--- src/rtl/corr_phase_picker.sv ---
// corr_phase_picker: windowed per-phase hit counting, best-phase selection, valid/ack result handshake
module corr_phase_picker #(
    parameter int N_PH     = 8,
    parameter int PH_W     = 3,
    parameter int CNT_W    = 16,
    parameter int WIN_LOG2 = 20,
    parameter int MIN_HITS = 4
) (
    input  logic             clk,
    input  logic             rst,
    input  logic [N_PH-1:0]  rdy,
    input  logic             ack,
    output logic             valid,
    output logic [PH_W-1:0]  best_phase,
    output logic [CNT_W-1:0] best_count,
    output logic             lock,
    output logic             overrun
);
    typedef enum logic [1:0] {COUNT, SCAN, PRESENT} state_t;
    state_t state, state_nx;
    logic [N_PH-1:0] rdy_q, hit;
    logic [CNT_W-1:0] live [N_PH];
    logic [CNT_W-1:0] shadow [N_PH];
    logic [CNT_W-1:0] inc [N_PH];
    logic [WIN_LOG2-1:0] win_ctr;
    logic [PH_W-1:0] idx, bidx, nbi;
    logic [CNT_W-1:0] best, nb;
    logic win_end, load;

    assign hit     = rdy & ~rdy_q;
    assign win_end = &win_ctr;

    // saturating next value of each live counter including this cycle's hit
    always_comb begin
        for (int j = 0; j < N_PH; j++)
            inc[j] = (hit[j] && !(&live[j])) ? live[j] + 1'b1 : live[j];
    end

    // scan compare (strictly greater keeps ties on the lowest index) and next state
    always_comb begin
        nb       = (shadow[idx] > best) ? shadow[idx] : best;
        nbi      = (shadow[idx] > best) ? idx : bidx;
        load     = (state == SCAN) && (idx == PH_W'(N_PH - 1));
        state_nx = (state == COUNT && win_end) ? SCAN :
                   load ? PRESENT :
                   (state == PRESENT) ? COUNT : state;
    end

    // edge history, window counter, live counters and end-of-window snapshot
    always_ff @(posedge clk) begin
        if (!rst) begin
            rdy_q   <= '0;
            win_ctr <= '0;
            for (int j = 0; j < N_PH; j++) begin
                live[j]   <= '0;
                shadow[j] <= '0;
            end
        end else begin
            rdy_q   <= rdy;
            win_ctr <= win_ctr + 1'b1;
            for (int j = 0; j < N_PH; j++) begin
                live[j] <= win_end ? '0 : inc[j];
                if (win_end)
                    shadow[j] <= inc[j];
            end
        end
    end

    // FSM state register and scan accumulators (cleared outside SCAN)
    always_ff @(posedge clk) begin
        if (!rst) begin
            state <= COUNT;
            idx   <= '0;
            best  <= '0;
            bidx  <= '0;
        end else begin
            state <= state_nx;
            idx   <= (state == SCAN) ? idx + 1'b1 : '0;
            best  <= (state == SCAN) ? nb : '0;
            bidx  <= (state == SCAN) ? nbi : '0;
        end
    end

    // result registers: load as PRESENT is entered so valid rises N_PH+1 cycles after the window end
    always_ff @(posedge clk) begin
        if (!rst) begin
            valid      <= 1'b0;
            best_phase <= '0;
            best_count <= '0;
            lock       <= 1'b0;
            overrun    <= 1'b0;
        end else if (load) begin
            valid      <= 1'b1;
            best_phase <= nbi;
            best_count <= nb;
            lock       <= nb >= CNT_W'(MIN_HITS);
            overrun    <= valid && !ack;
        end else if (valid && ack) begin
            valid   <= 1'b0;
            overrun <= 1'b0;
        end
    end
endmodule

--- config.mk ---
export PLATFORM = sky130hd
export DESIGN_NAME = corr_phase_picker
export DESIGN_NICKNAME = d
export VERILOG_FILES = /design/src/rtl/corr_phase_picker.sv
export SDC_FILE = /design/constraint.sdc
export NUM_CORES = 1
export LEC_CHECK = 0
export ABC_AREA = 1
export CORE_MARGIN = 2
export CORE_UTILIZATION = 40
export DETAILED_ROUTE_END_ITERATION = 10
export PLACE_DENSITY = 0.59
export SETUP_SLACK_MARGIN = 0.02
export SYNTH_ARGS = -nofsm -noshare
export SYNTH_HDL_FRONTEND = slang
export SYNTH_SLANG_ARGS = --single-unit
--- constraint.sdc ---
create_clock -name clk -period 5.08 [get_ports clk]
set_clock_uncertainty 0.05 [all_clocks]
set_input_delay 0.508 -clock clk [delete_from_list [all_inputs] [get_ports clk]]
set_output_delay 0.508 -clock clk [all_outputs]
set_load 0.1 [all_outputs]
### Word-level counts from Yosys, hierarchy flattened

Memory sizes are Yosys's and may differ from the RTL's. A register that Yosys moved wholly into a read port is not among the register bits.
Index checks and enable logic that the tools add are counted.

* add/subtract/negate cells: 10
* magnitude comparators: 2
* eq/ne operators: 3
* multiplexer cells: 46
* bitwise gates (word level): 19
* reductions and logical operators: 36

Operator list (count)
* 2-to-1 mux 16 bit: 33
* adder 16 x 1 -> 16 bit (second input constant): 8
* AND reduction 16 bit: 8
* adder 20 x 1 -> 20 bit (second input constant): 1
* AND reduction 20 bit: 1
* >= comparator 16 x 3 -> 1 bit (second input constant): 1
* > comparator 16 bit: 1
* OR 1 bit: 16
* logical AND 1 bit: 12
* logical NOT 1 bit: 9
* 2-to-1 mux 1 bit: 9
* bitwise AND 8 bit: 1
* inverter 8 bit: 1
* 2-to-1 mux 3 bit: 2
* 2-to-1 mux 2 bit: 2
* nonzero test 2 bit: 2
* adder 3 x 1 -> 3 bit (second input constant): 1
* == test 3 bit (second input constant): 1
* nonzero test 3 bit: 1
* == test 2 x 1 -> 1 bit (second input constant): 1
* == test 2 bit (second input constant): 1
* logical NOT 2 bit: 1
* AND reduction 2 bit: 1
* OR reduction 2 bit: 1
* inverter 1 bit: 1

* register bits after elaboration: 74
* RAM bits: 256
* input bits: 11
* output and inout bits: 22
* word-level logic and storage cells: 130
* memories kept: 2

Memories
* live: words 8, bits a word 16, read ports 8, clocked after Yosys merged registers in 0, wr ports 8, line 22 `logic [CNT_W-1:0] live [N_PH];`
* shadow: words 8, bits a word 16, read ports 1, clocked after Yosys merged registers in 1, wr ports 8, line 23 `logic [CNT_W-1:0] shadow [N_PH];`

### Depth between registers and ports, before layout

An unclocked memory read counts as a cell.

* depth in word-level cells: 7
* gate-level depth with buffers: 26
* depth with buffers taken out: 23

### Least setup slack after synthesis

OpenSTA, ideal clock, no wires.

* kind: register -> register
* start: register win_ctr[0]
* end: memory shadow[0][0] (enable)
* setup time: 0.433 ns
* data arrival time: 3.164 ns
* data required time: 4.597 ns
* slack: 1.433 ns
* cell stages (with the launch flop): 12
* path buffers: 2
* period minus slack after synthesis: 3.647 ns
* path through: dfxtp_1 > ha_1 > nand2_1 > inv_2 > nand2_2 > nor3_2 > nand2_2 > nor3_1 > nand3_1 > nand2_1 > buf_2 > buf_2

RTL lines
* start: declaration: line 25 `logic [WIN_LOG2-1:0] win_ctr;`
* start signal: assignment: line 60 `win_ctr <= win_ctr + 1'b1;`
* end: declaration: line 23

### Worst setup path after layout

* start: register idx[2]
* end: register best_count[3]

* cells in the longest elaborated chain, start to end: 2

RTL lines
* start: declaration: line 26 `logic [PH_W-1:0] idx, bidx, nbi;`
* start signal: assignment: line 78 `idx <= (state == SCAN) ? idx + 1'b1 : '0;`
* == test 3 bit: line 43 `load = (state == SCAN) && (idx == PH_W'(N_PH - 1));`
* logical AND 1 bit: line 43
* end signal: assignment: line 95 `best_count <= nb;`
* end: declaration: line 15 `output logic [CNT_W-1:0] best_count,`

Every way passes these cells.
A chain may end at the register's enable or synchronous reset.

==> run_results.csv <==
group,metric,value,unit
power_and_ir_drop,power_frac_clock,47.3,%
global_routing,antenna_found_initial,0,
place,postPlaceCellArea,0.0161,mm^2
critical_path,worstSetupStartpointType,"flip-flop",
logic_synthesis,yosys.area.top_type,"dfxtp_1",
sta,grt_setup_unrepaired,"false",
global_routing,grt_use_total,18.4,%
logic_synthesis,yosys_warnings,0,
route,routedWlPerCell,14.6,um
die,core,0.0377,mm^2
power_and_ir_drop,internal-power,4.54,mW
global_routing,grt_pass1_vias,11064,
logic_synthesis,yosysMostFrequentCell,"nor2_1",
logic_synthesis,synth-seq-cells,330,
global_routing,grt.overflow.total,0,
sta,drv_slew,0,
sta,holdWs,0.402,ns
power_and_ir_drop,power_switching,1.29,mW
die,die_w,199,um
critical_path,required,5.45,ns
die,fp.dieArea,0.0398,mm^2
logic_synthesis,seq_area_frac_synth,51.6,%
die,ios,33,
power_and_ir_drop,irDropWorstVdd,0.246,mV
final_layout,finish.instance_area,0.0173,mm^2
logic_synthesis,ys_top_cells_by_count,"452 x nor2_1, 269 x nand2_1, 253 x inv_1",
power_and_ir_drop,pwr-share-comb,3.6,%
logic_synthesis,syn_inst,1883,
clock_tree,clock_sinks,330,
flow_run,cap_viol_max_count,0,
sta,tightest_slew,1.01,ns
clock_tree,cts_hold_buf,0,
sta,slew_headroom,32.2,%
worst_hold_path,min_path_type,"reg -> reg",
final_layout,nNetsFinal,1940,
global_routing,grt_max_degree,70,
route,dr.pass1.iters,5,
run_status,status,"finished, final reports clean",
logic_synthesis,postSynth.asyncResetShare,0,%
place,detailed_place_hpwl,25.2,mm
clock_tree,cts_buffer_depth,3,
route,drcViolationCount,0,
logic_synthesis,synth_edf_count,128,
clock_tree,post_cts_buffers,0,
route,drtAntennaViolNets,0,
die,fp-row-count,71,
final_layout,area_growth,13.5,%
place,gp_congestion,0.884,
final_layout,layout-drive-gt1-share,5.23,%
clock_tree,postCtsResizedCells,0,
sta,final.period_utilization,84.4,%
clock_tree,cts_inserted_buffers,36,
clock_tree,clock_latency,0.53,ns
logic_synthesis,yosys-top-cells-area,"dfxtp_1 26%, edfxtp_1 25%, nor2_1 11%",
route,drt_iter0_drc,828,
logic_synthesis,syn_area_per_cell,8.11,um^2
sta,finalHoldViolations,0,
power_and_ir_drop,seqPwrFrac,49.1,%
sta,fmax,233,MHz
power_and_ir_drop,swShare,22.1,%
sta,finalCriticalPeriod,4.29,ns
clock_tree,clock-root-buffer,"clkbuf_16",
logic_synthesis,synth_nets,1921,
place,dp_cells,2375,
clock_tree,tritoncts,"yes",
die,die_y,199,um
critical_path,critPathKind,"reg -> reg",
logic_synthesis,synth-main-ff-cell,"dfxtp_1",
place,io_buffers,32,
logic_synthesis,synth_top_area_share,26.5,%
power_and_ir_drop,leakage,6.64,nW
clock_tree,path_clk_slew,0.06,ns
route,num_vias,11774,
route,via_per_inst,4.82,
critical_path,cp-end-kind,"flip-flop",
final_layout,final_cell_count_no_fill,2441,
global_routing,grt_pass1_wl,57.8,mm
critical_path,cp_max_fo,27,
clock_tree,htreeDepth,2,
route,wirelength,35.8,mm
critical_path,reg2reg_slack,0.79,ns
logic_synthesis,syn_area,0.0153,mm^2
critical_path,cp_data_arrival_time,4.65,ns
logic_synthesis,yosysUniqueCellTypes,37,
sta,setup_tns,0,ns
sta,setup-violations-final,0,
power_and_ir_drop,power_density,336,mW/mm^2
die,initial_utilization,40.6,%
final_layout,num_antenna_cells,0,
metal layers:
metal  global-route usage [%]  routed length (um)  vias up
met5                        0                   0        -
met1                     26.2               17600     5426
li1                         -                   -     6042
met4                     6.01                 907        0
met2                     28.2               15500      243
met3                     3.32                1820       63
worst paths after layout:
check | startpoint | to | depth (start not counted)
worst max-delay path | idx[2] | best_count[3] | 17
worst min-delay path | win_ctr[0] | win_ctr[0] | 1
worst max register to register | idx[2] | best_count[3] | 17
worst min register to register | win_ctr[0] | win_ctr[0] | 1
critical path, stage by stage, from the launching register on:
cell      delay, ns
dfxtp_1        0.91
inv_1          0.35
nor2_1         0.17
o21ai_0        0.12
o21ai_0        0.14
inv_1          0.08
ha_1           0.28
nand2_1        0.07
nor3_1         0.25
nand3_1        0.41
nand2_1        0.64
inv_1          0.20
nand2_1        0.12
nand2_1        0.06
inv_1          0.08
nand2_1        0.06
o211ai_1       0.10
inv_1          0.06
per-stage QoR:
step                      setup slack (ns)  total power [mW]  util [%]
after floorplan                       1.43              3.04         -
after global placement               0.852              3.13      42.7
after detailed placement             0.912              3.13      42.7
after CTS                            0.880              5.88      46.1
after global routing                 0.466              6.01      46.1
final                                0.792              5.82      46.1
layout make-up:
type	count	area (um^2)
clock inverter	21	254
clock buffer	45	996
inverter	256	961
timing repair buffer	47	453
multi-input combinational	1231	6150
tap	511	639
sequential	330	7890
fill	3692	20300
power by group through the flow:
stage	Clock (mW)	Sequential [mW]	Combinational, mW
after floorplan	0	2.89	0.147
after global placement	0	2.92	0.209
after detailed placement	0	2.92	0.211
after CTS	2.81	2.86	0.213
after global routing	2.91	2.87	0.241
final	2.75	2.86	0.211
logic make-up (layout without fill, tap and decap cells):
kind of cell,Yosys count,in the layout,synth area share [%]
flops,330,330,51.6
xor+xnor,110,110,6.31
compound gates,183,183,6.68
simple gates,903,903,24.4
fa+ha+maj,27,27,2.21
buf+inv,322,369,8.24
mux,8,8,0.524
flip-flops by register name, summed over array words and instances, names as in the netlist:
name / count
live: 128
shadow: 128
win_ctr: 20
best: 16
best_count: 16
rdy_q: 8
best_phase: 3
bidx: 3
idx: 3
state: 2
lock: 1
overrun: 1
valid: 1
cells in the final DEF (no fill, tap or decap), drive strengths merged, types with 31 or more instances in the layout:
cell           synthesis  final
nor3                  48     48
clkdlybuf4s50          0     31
xor2                  77     77
nor2                 467    467
o21ai                104    104
nand2                271    271
dfxtp                202    202
edfxtp               128    128
xnor2                 33     33
inv                  255    259
nand3                 69     69
clkbuf                46     45
Power figures use the tool's default switching activity.
